--- config.mk ---
export PLATFORM = sky130hd
export DESIGN_NAME = synchronizer_multi
export DESIGN_NICKNAME = d
export VERILOG_FILES = /design/src/rtl/synchronizer_multi.sv
export SDC_FILE = /design/constraint.sdc
export NUM_CORES = 1
export LEC_CHECK = 0
export CORE_AREA = 2 2 39 41
export CTS_CLUSTER_SIZE = 30
export DETAILED_ROUTE_END_ITERATION = 16
export DIE_AREA = 0 0 41 43
export PLACE_DENSITY_LB_ADDON = 0.25
export SLEW_MARGIN = 20
export SYNTH_ARGS = -nofsm -noshare
export SYNTH_HDL_FRONTEND = slang
export SYNTH_SLANG_ARGS = --single-unit
export TNS_END_PERCENT = 10
--- constraint.sdc ---
create_clock -name clk -period 2.17 [get_ports clk]
set_input_delay 0.5425 -clock clk [delete_from_list [all_inputs] [get_ports clk]]
set_output_delay 0.5425 -clock clk [all_outputs]
set_load 0.03 [all_outputs]
--- src/rtl/synchronizer_multi.sv ---
// synchronizer_multi: N-channel input synchronizer with a per-channel deglitch filter.
// Each asynchronous input bit passes through a STAGES-deep flop chain. The filtered
// output only follows the synchronized level after it has held for FILTER_CNT cycles.
// FILTER_CNT = 0 bypasses the filter.
// Optional feature macro: SYNC_EDGE_EN adds the y_rise / y_fall one-cycle edge pulses.

module synchronizer_multi #(
    parameter int   WIDTH      = 1,
    parameter int   STAGES     = 2,
    parameter int   FILTER_CNT = 4,
    parameter logic RESET_VAL  = 1'b1
) (
    input  logic             clk,
    input  logic             rst,
    input  logic [WIDTH-1:0] a_in,
    output logic [WIDTH-1:0] y_out
`ifdef SYNC_EDGE_EN
    ,
    output logic [WIDTH-1:0] y_rise,
    output logic [WIDTH-1:0] y_fall
`endif
);

    // A chain shorter than two flops gives no metastability protection, so refuse to build it.
    generate
        if (STAGES < 2) begin : g_bad_stages
            $error("synchronizer_multi: STAGES must be at least 2");
        end
        if (WIDTH < 1) begin : g_bad_width
            $error("synchronizer_multi: WIDTH must be at least 1");
        end
    endgenerate

    logic [WIDTH-1:0] sr [STAGES];
    logic [WIDTH-1:0] s;

    // Synchronizer chain: all channels shift in parallel, and reset loads the idle level.
    always_ff @(posedge clk) begin
        if (rst) begin
            for (int i = 0; i < STAGES; i++) begin
                sr[i] <= {WIDTH{RESET_VAL}};
            end
        end else begin
            sr[0] <= a_in;
            for (int i = 1; i < STAGES; i++) begin
                sr[i] <= sr[i-1];
            end
        end
    end

    assign s = sr[STAGES-1];

    generate
        if (FILTER_CNT == 0) begin : g_bypass
            assign y_out = s;
        end else begin : g_filter
            localparam int             CW       = $clog2(FILTER_CNT + 1);
            localparam logic [CW-1:0]  CNT_LAST = CW'(FILTER_CNT - 1);

            logic [CW-1:0]    cnt [WIDTH];
            logic [WIDTH-1:0] y_q;

            // Deglitch filter. A channel's counter runs only while its synchronized level
            // differs from its output. Any return to the output level cancels the count.
            // On the last count the output takes the new level, so the counter never wraps.
            always_ff @(posedge clk) begin
                if (rst) begin
                    y_q <= {WIDTH{RESET_VAL}};
                    for (int c = 0; c < WIDTH; c++) begin
                        cnt[c] <= '0;
                    end
                end else begin
                    for (int c = 0; c < WIDTH; c++) begin
                        if (s[c] == y_q[c]) begin
                            cnt[c] <= '0;
                        end else if (cnt[c] == CNT_LAST) begin
                            y_q[c] <= s[c];
                            cnt[c] <= '0;
                        end else begin
                            cnt[c] <= cnt[c] + CW'(1);
                        end
                    end
                end
            end

            assign y_out = y_q;
        end
    endgenerate

`ifdef SYNC_EDGE_EN
    logic [WIDTH-1:0] y_d;

    // Delayed copy of the output for edge detection. Reset loads the same level as
    // y_out, so reset and its release never produce a pulse.
    always_ff @(posedge clk) begin
        if (rst) begin
            y_d <= {WIDTH{RESET_VAL}};
        end else begin
            y_d <= y_out;
        end
    end

    assign y_rise = y_out & ~y_d;
    assign y_fall = ~y_out & y_d;
`endif

endmodule

==> metrics.txt, run 1 <==
CTS sink count=6; Crit path buffers/inverters=1; synthesized cell area=248 sq um; status=complete, no violations; family with the most delay on the worst path=buffers and inverters; Setup Viol. Count Final=0; routability cong.=0.582; RSZ-0062 raised after global routing=no; CP Data Arrival Time=1280 ps; drt via density=3.56; Syn. warnings=0; Clk pin slew, worst setup/hold paths=40 ps; initial antenna violation count=0; Max stage delay on crit path=680 ps; Buffers on Ports=3; switch share=20.9%; Synth Instances=18; largest area contributor in the netlist=edfxtp_1; Die Span Y=43 microns; CP max FO=3; vias=153; syn avg cell area=13.8 sq um; CTS resizes=0; vias in the first global route=170; switching pwr=54.2 uW; #FFs+latches synth=6; layout cells sized above 1=25.9%; drt wl/cell=8.12 microns; Die Footprint=0.00176 sq mm; Total Neg Setup Slack=0 ps; final cycle utilization of the critical path=83.8%; Final nets=33; Main synth FF type=edfxtp_1; top cells by area, synth=edfxtp_1 36%, dfxtp_1 24%, ha_1 10%, nor4b_2 6.1%, nor4_1 5.1%; crit end category=output port; residual DRC count=0; list of most frequent post-synthesis cells=3 x dfxtp_1, 3 x edfxtp_1, 2 x ha_1, 2 x nor4_1, 2 x or2_2; Internal Power=205 uW; Final WS setup=351 ps; Num CTS Buffers=3; DRT antenna net count=0; diode count=0; top cell type's share of synthesized area=36.4%; endpoints failing hold=0; min cycle time layout=1820 ps; Ports=4; Worst Path Required=1630 ps; latest clock arrival within the worst-skew pair=250 ps; Layout Utilization=24.0%; Async SR Flop Fraction=0%; global-route wire length before repair=662 microns; CTS Buffer Depth=2; Setup Crit Path Kind=reg -> out; total gr overflow=0; final setup skew=6.35 ps; Hold Buf Count CTS=0; num rows=14; Post-CTS Setup Repair Bufs=0; worst min path class=reg -> reg; Pre-antenna DRT Iters=1; sequential share of the synthesized area=60.6%; largest net degree at the start of global routing=7; routed wire length=349 microns; Sequential Power Share=49.2%; DIE WIDTH=41 microns; core area=0.00138 sq mm; maximum VDD drop=0.247 mV; clk root buf=clkbuf_4; Initial Util=17.9%; Fillers=148; H-Tree Depth=1; Startpoint Class=register; Fmax achieved=550 MHz; max-slew violations=0; GRT Total Usage=6.16%; static leakage=0.000128 uW; Critical Path, Cell by Cell=clkdlybuf4s50_1; power density cells=781 mW/mm^2; Setup WS pre-CTS=602 ps; synthesis-to-finish area growth=33.8%; Netlist cell types=11; slowest stage cell, crit path=clkdlybuf4s50_1; combinational power share=7.1%; Initial DRC Count=0; Post-synth EDFFs=3; TritonCTS clock tree=built; Clk pwr share=43.7%; max_cap viols=0
[cell type report]
cell class | instances | area, sq um | share of cell area, %
clock buffer | 4 | 26.3 | 7.92
inverter | 1 | 3.75 | 1.13
multi-input combinational | 13 | 101 | 30.6
sequential | 6 | 150 | 45.3
tap | 16 | 20.0 | 6.04
timing repair buffer | 3 | 30.0 | 9.06
[routing by layer]
| layer | track usage, % | routed length (microns) | vias up |
|---|---|---|---|
| met3 | 1.57 | 23 | 0 |
| li1 | - | - | 79 |
| met2 | 8.75 | 198 | 4 |
| met5 | 0 | 0 | - |
| met1 | 5.90 | 127 | 70 |
| met4 | 8.00 | 0 | 0 |
[power by group through the flow]
stage	registers, uW	logic (uW)	clock network [uW]
floorplan	130	9.56	0
global placement	129	18.2	0
detailed placement	129	18.6	0
CTS	127	18.7	121
global route	128	21.5	127
finish	127	18.4	113
[placed cells by master, fill, tap and decap left out]
cell type        netlist  final
clkbuf_4               0      3
nor2b_1                1      1
a211o_2                1      1
clkdlybuf4s50_1        0      3
dfxtp_1                3      3
inv_1                  1      1
or2_2                  2      2
nor4_1                 2      2
nor4b_2                1      1
ha_1                   2      2
conb_1                 1      3
xnor2_1                1      1
clkbuf_1               0      1
edfxtp_1               3      3
[sequential cells by signal (all words and copies together) (netlist names)]
register / flops
g_filter.cnt: 3
sr: 2
y_out: 1
[logic make-up after synthesis]
logic type | synth area share, %
AO/OA/AOI/OAI | 4.04
flip-flops | 60.6
AND/OR/NAND/NOR | 18.7
XOR/XNOR | 3.54
buffers and inverters | 1.51
adder cells (fa/ha/maj) | 10.1
other | 1.51
[worst paths after layout]
| kind | endpoint | cells after the start | startpoint | slack (ps) |
|---|---|---|---|---|
| worst max-delay path | y_out | 1 | y_out$_SDFFE_PP1P_ | 350 |
| worst min-delay path | sr[0][1]$_SDFF_PP1_ | 1 | sr[0][0]$_SDFF_PP1_ | 410 |
| worst max register to register | g_filter.cnt[0][0]$_SDFFCE_PN0P_ | 3 | g_filter.cnt[0][0]$_SDFFCE_PN0P_ | 820 |
| worst min register to register | sr[0][1]$_SDFF_PP1_ | 1 | sr[0][0]$_SDFF_PP1_ | 410 |
[through the flow]
step | cell area (sq um) | instances | total power, uW | hold WS, ps
2_1_floorplan | 255 | 20 | 140 | 389
3_3_place_gp | 305 | 39 | 147 | 398
3_5_place_dp | 305 | 39 | 148 | 407
4_1_cts | 332 | 43 | 267 | 421
5_1_grt | 332 | 43 | 276 | 435
6_report | 332 | 43 | 259 | 412
[worst reg2reg max path: cells and delay by family, from the launching register on]
family	cells	cell delay, ps
AND/OR/NAND/NOR	1	300
flip-flops	1	400
adder cells (fa/ha/maj)	2	460
Note: power is estimated with default switching activity, not from simulation.
==> run 2, diff against run 1 <==
Clock period 2.17 ns to 1.5 ns, I/O delays scaled along.
==> metrics.txt, run 2 (same netlist as run 1, synthesis figures left out) <==
final cycle utilization of the critical path=91.7%; Num CTS Buffers=3; met3 Use GR=1.57%; Top reg by flops=g_filter.cnt; synthesis-to-finish area growth=33.3%; Pre-antenna DRT Iters=1; family with the most delay on the worst path=buffers and inverters; Setup Crit Path Kind=reg -> out; Total Neg Setup Slack=0 ps; Clk pin slew, worst setup/hold paths=40 ps; vias in the first global route=170; CP Data Arrival Time=1000 ps; slowest stage cell, crit path=dlygate4sd2_1; initial antenna violation count=0; static leakage=0.000126 uW; min cycle time layout=1380 ps; latest clock arrival within the worst-skew pair=250 ps; Fmax achieved=727 MHz; Post-CTS Setup Repair Bufs=0; max_cap viols=0; Final WS setup=124 ps; Hold Buf Count CTS=0; grt peak-use layer=met2; drt wl/cell=8.12 microns; Startpoint Class=register; met2 Track Usage GR=8.75%; Ports=4; largest net degree at the start of global routing=7; DRT antenna net count=0; Worst Hold Endpoint=sr[0][1]$_SDFF_PP1_; core area=0.00138 sq mm; Fillers=147; drt via density=3.56; CTS Buffer Depth=2; Hold Startpoint=sr[0][0]$_SDFF_PP1_; H-Tree Depth=1; M1 GR Usage=5.90%; Buffers on Ports=3; CTS resizes=1; endpoints failing hold=0; TritonCTS clock tree=built; vias=153; most frequent cells in the layout=3 x clkbuf_4, 3 x edfxtp_1, 3 x conb_1, 3 x dfxtp_1; reg-to-reg endpoint=g_filter.cnt[0][0]$_SDFFCE_PN0P_; maximum VDD drop=0.357 mV; Final nets=33; Post-DP Area=305 sq um; Initial Util=17.9%; Max stage delay on crit path=410 ps; r2r startpoint=g_filter.cnt[0][0]$_SDFFCE_PN0P_; Initial DRC Count=0; crit end category=output port; Critical Path, Cell by Cell=dlygate4sd2_1; Setup WS pre-CTS=99.8 ps; max reg flops=3; clk root buf=clkbuf_4; max-slew violations=0; status=complete, no violations; CTS sink count=6; DIE WIDTH=41 microns; worst reg2reg path depth=3; GRT Total Usage=6.16%; power density cells=1130 mW/mm^2; worst min path class=reg -> reg; Setup Viol. Count Final=0; residual DRC count=0; layout cells sized above 1=25.9%; final setup skew=6.50 ps; routability cong.=0.582; Die Footprint=0.00176 sq mm; global-route wire length before repair=662 microns; num rows=14; Die Span Y=43 microns; CP max FO=3; routed wire length=349 microns; design area=330 sq um; reg2reg setup slack=150 ps; Worst Path Required=1120 ps; Crit path buffers/inverters=1; total gr overflow=0; hold path cells=1; diode count=0; RSZ-0062 raised after global routing=no
run 2: changes by cell type in the layout (fill, tap and decap cells not counted):
cell,delta
dlygate4sd2_1,+1
clkdlybuf4s50_1,-1
run 2: per-stage QoR:
| stage | instances | total power [uW] | hold slack (ps) | util [%] |
|---|---|---|---|---|
| floorplan | 20 | 202 | 389 | - |
| global placement | 39 | 213 | 398 | 22.1 |
| detailed placement | 39 | 214 | 407 | 22.1 |
| CTS | 43 | 386 | 421 | 23.9 |
| global route | 43 | 399 | 435 | 23.9 |
| finish | 43 | 374 | 412 | 23.9 |
run 2: report_power, final:
| group | total, uW | internal, uW | switching [uW] |
|---|---|---|---|
| clock network | 164 | 101 | 62.6 |
| registers | 184 | 181 | 3.56 |
| logic | 25.8 | 13.8 | 12.1 |
| total | 374 | 295 | 78.3 |
run 2: how the worst max path moves through the flow:
stage,cells after the start,from,endpoint
2_1_floorplan,3,g_filter.cnt[0][0]$_SDFFCE_PN0P_,y_out$_SDFFE_PP1P_
3_3_place_gp,1,y_out$_SDFFE_PP1P_,y_out
3_5_place_dp,2,rst,g_filter.cnt[0][0]$_SDFFCE_PN0P_
4_1_cts,1,y_out$_SDFFE_PP1P_,y_out
5_1_grt,3,g_filter.cnt[0][0]$_SDFFCE_PN0P_,g_filter.cnt[0][0]$_SDFFCE_PN0P_
6_report,1,y_out$_SDFFE_PP1P_,y_out
run 2: area by class of cell:
cell class | count | area, sq um | area share [%]
repair buffers | 3 | 28.8 | 8.71
well taps | 16 | 20.0 | 6.06
inverters | 1 | 3.75 | 1.14
clock buffers | 4 | 26.3 | 7.95
multi-input cells | 13 | 101 | 30.7
flip-flops and latches | 6 | 150 | 45.5
run 2: routing by layer:
| metal | wire length [microns] | vias up |
|---|---|---|
| met5 | 0 | - |
| met4 | 0 | 0 |
| met3 | 17 | 0 |
| met2 | 198 | 4 |
| met1 | 132 | 70 |
| li1 | - | 79 |
==> run 3, diff against run 2 <==
Settings changed: MAX_ROUTING_LAYER from default to met4.
==> results of run 3 <==
No change in the layout: final DEF, timing and power equal those of run 2.
Main changes from that run: final weighted congestion in routability-driven placement 0.582 -> 0.585; overall routing resource usage 6.16% -> 6.31%
==> RTL change (config.mk and constraints of run 2) <==
`FILTER_CNT`: 4 -> 2.
--- a/src/rtl/synchronizer_multi.sv
+++ b/src/rtl/synchronizer_multi.sv
@@ -9,3 +9,3 @@
     parameter int   STAGES     = 2,
-    parameter int   FILTER_CNT = 4,
+    parameter int   FILTER_CNT = 2,
     parameter logic RESET_VAL  = 1'b1
Behaviour: not the same (Yosys sat finds a counterexample within 10 cycles, from zero or initial values and one cycle with rst high).
==> RTL change against run 2 <==
Die area unchanged; critical path depth unchanged; worst setup slack is essentially flat; cell area decreased by 19%; combinational power is 2% higher; global-route usage fell by 1.2 points; area after synthesis down 23%; power down 11%; register-to-register slack better by 0.25 ns; sequential share of layout area is 0.80 points lower; clock skew shrank 0.0040 ns; clock power is 6% lower; sequential cell count is 1 lower; wire length decreased by 24%; largest cell class unchanged.
==> RTL change: results (changes against run 2) <==
| Metric | Value |
|---|---|
| Status | complete, no violations |
| Setup Skew | 0.00249 ns (-0.00400 ns) |
| Most common library cells after synthesis | 3 x dfxtp_1, 2 x edfxtp_1, 2 x nor4_1, 2 x or2_2 |
| Syn_area_per_cell | 12.7 um2 (-7.9%) |
| Pre-CTS setup slack | 0.103 ns (+0.00296 ns) |
| Nets | 28 (-15%) |
| CTS Buf Count | 3 (unchanged) |
| First-pass GRT wire length | 503 um (-24%) |
| Largest net degree at the start of global routing | 6 (-1) |
| CP max-delay cell | dlygate4sd2_1 |
| WHS Endpoint | sr[0][1] |
| Number of synthesized flops with an enable pin | 2 (-1) |
| Netlist cell types | 10 (-1) |
| Worst R2R Path Depth | 2 (-1) |
| All-Layer GR Usage | 0.0492 (-0.0124) |
| Routability cong. | 0.541 (-7.1%) |
| Int Power | 0.000264 W (-11%) |
| Proportion of layout cells with a drive suffix above 1 | 0.261 (+0.00161) |
| WL final | 264 um (-24%) |
| Worst Path Max Fanout | 3 (unchanged) |
| Largest cells by area after synthesis | dfxtp_1 32%, edfxtp_1 32%, ha_1 6.6%, nor4_1 6.6%, or2_2 6.6% |
| DR vias/cell | 3.03 (-15%) |
| Vias in the first global route | 145 (-15%) |
| R2R Path End | y_out |
| Dpl cell area | 244 um2 (-20%) |
| Drt wl/cell | 6.77 um (-17%) |
| Fmax | 727 MHz (about the same) |
| Peak supply drop | 0.000561 V (+57%) |
| Hold Worst Slack | 0.410 ns (-0.00167 ns) |
| Share of flip-flops with an asynchronous set or reset | 0 (unchanged) |
| Clock power frac | 0.462 (+0.024) |
| Initial antenna violation count | 0 (unchanged) |
| PwrDens | 1240 nW/um2 (+9.5%) |
| R2R Setup Slk | 0.40 ns (+0.25 ns) |
| H-tree levels | 1 (unchanged) |
RTL change: changes by cell type after synthesis:
cell and delta:
nor4b_2 -1, edfxtp_1 -1, ha_1 -1
RTL change: layout make-up:
class | count | area, um2
clock buffer | 4 | 26.3
fill | 149 | 1110
inverter | 1 | 3.75
multi-input combinational | 10 | 70.1
sequential | 5 | 120
tap | 16 | 20.0
timing repair buffer | 3 | 28.8
RTL change: cells by family after synthesis:
group	Yosys count	synth area share
other	1	0.0197
flip-flops	5	0.632
AND/OR/NAND/NOR	5	0.164
XOR/XNOR	1	0.0461
AO/OA/AOI/OAI	1	0.0526
buffers and inverters	1	0.0197
adder cells (fa/ha/maj)	1	0.0658
RTL change: metal layers:
metal	vias to the layer above	wire (um)	global-route usage
met2	4	105	0.0469
li1	66	-	-
met1	48	141	0.0516
met3	0	17	0.0628
met4	0	0	0.0400
met5	-	0	0
RTL change: worst reg2reg max path, stage by stage (launching register included):
cell and delay [ns]:
edfxtp_1 0.39, ha_1 0.26, a211o_2 0.34
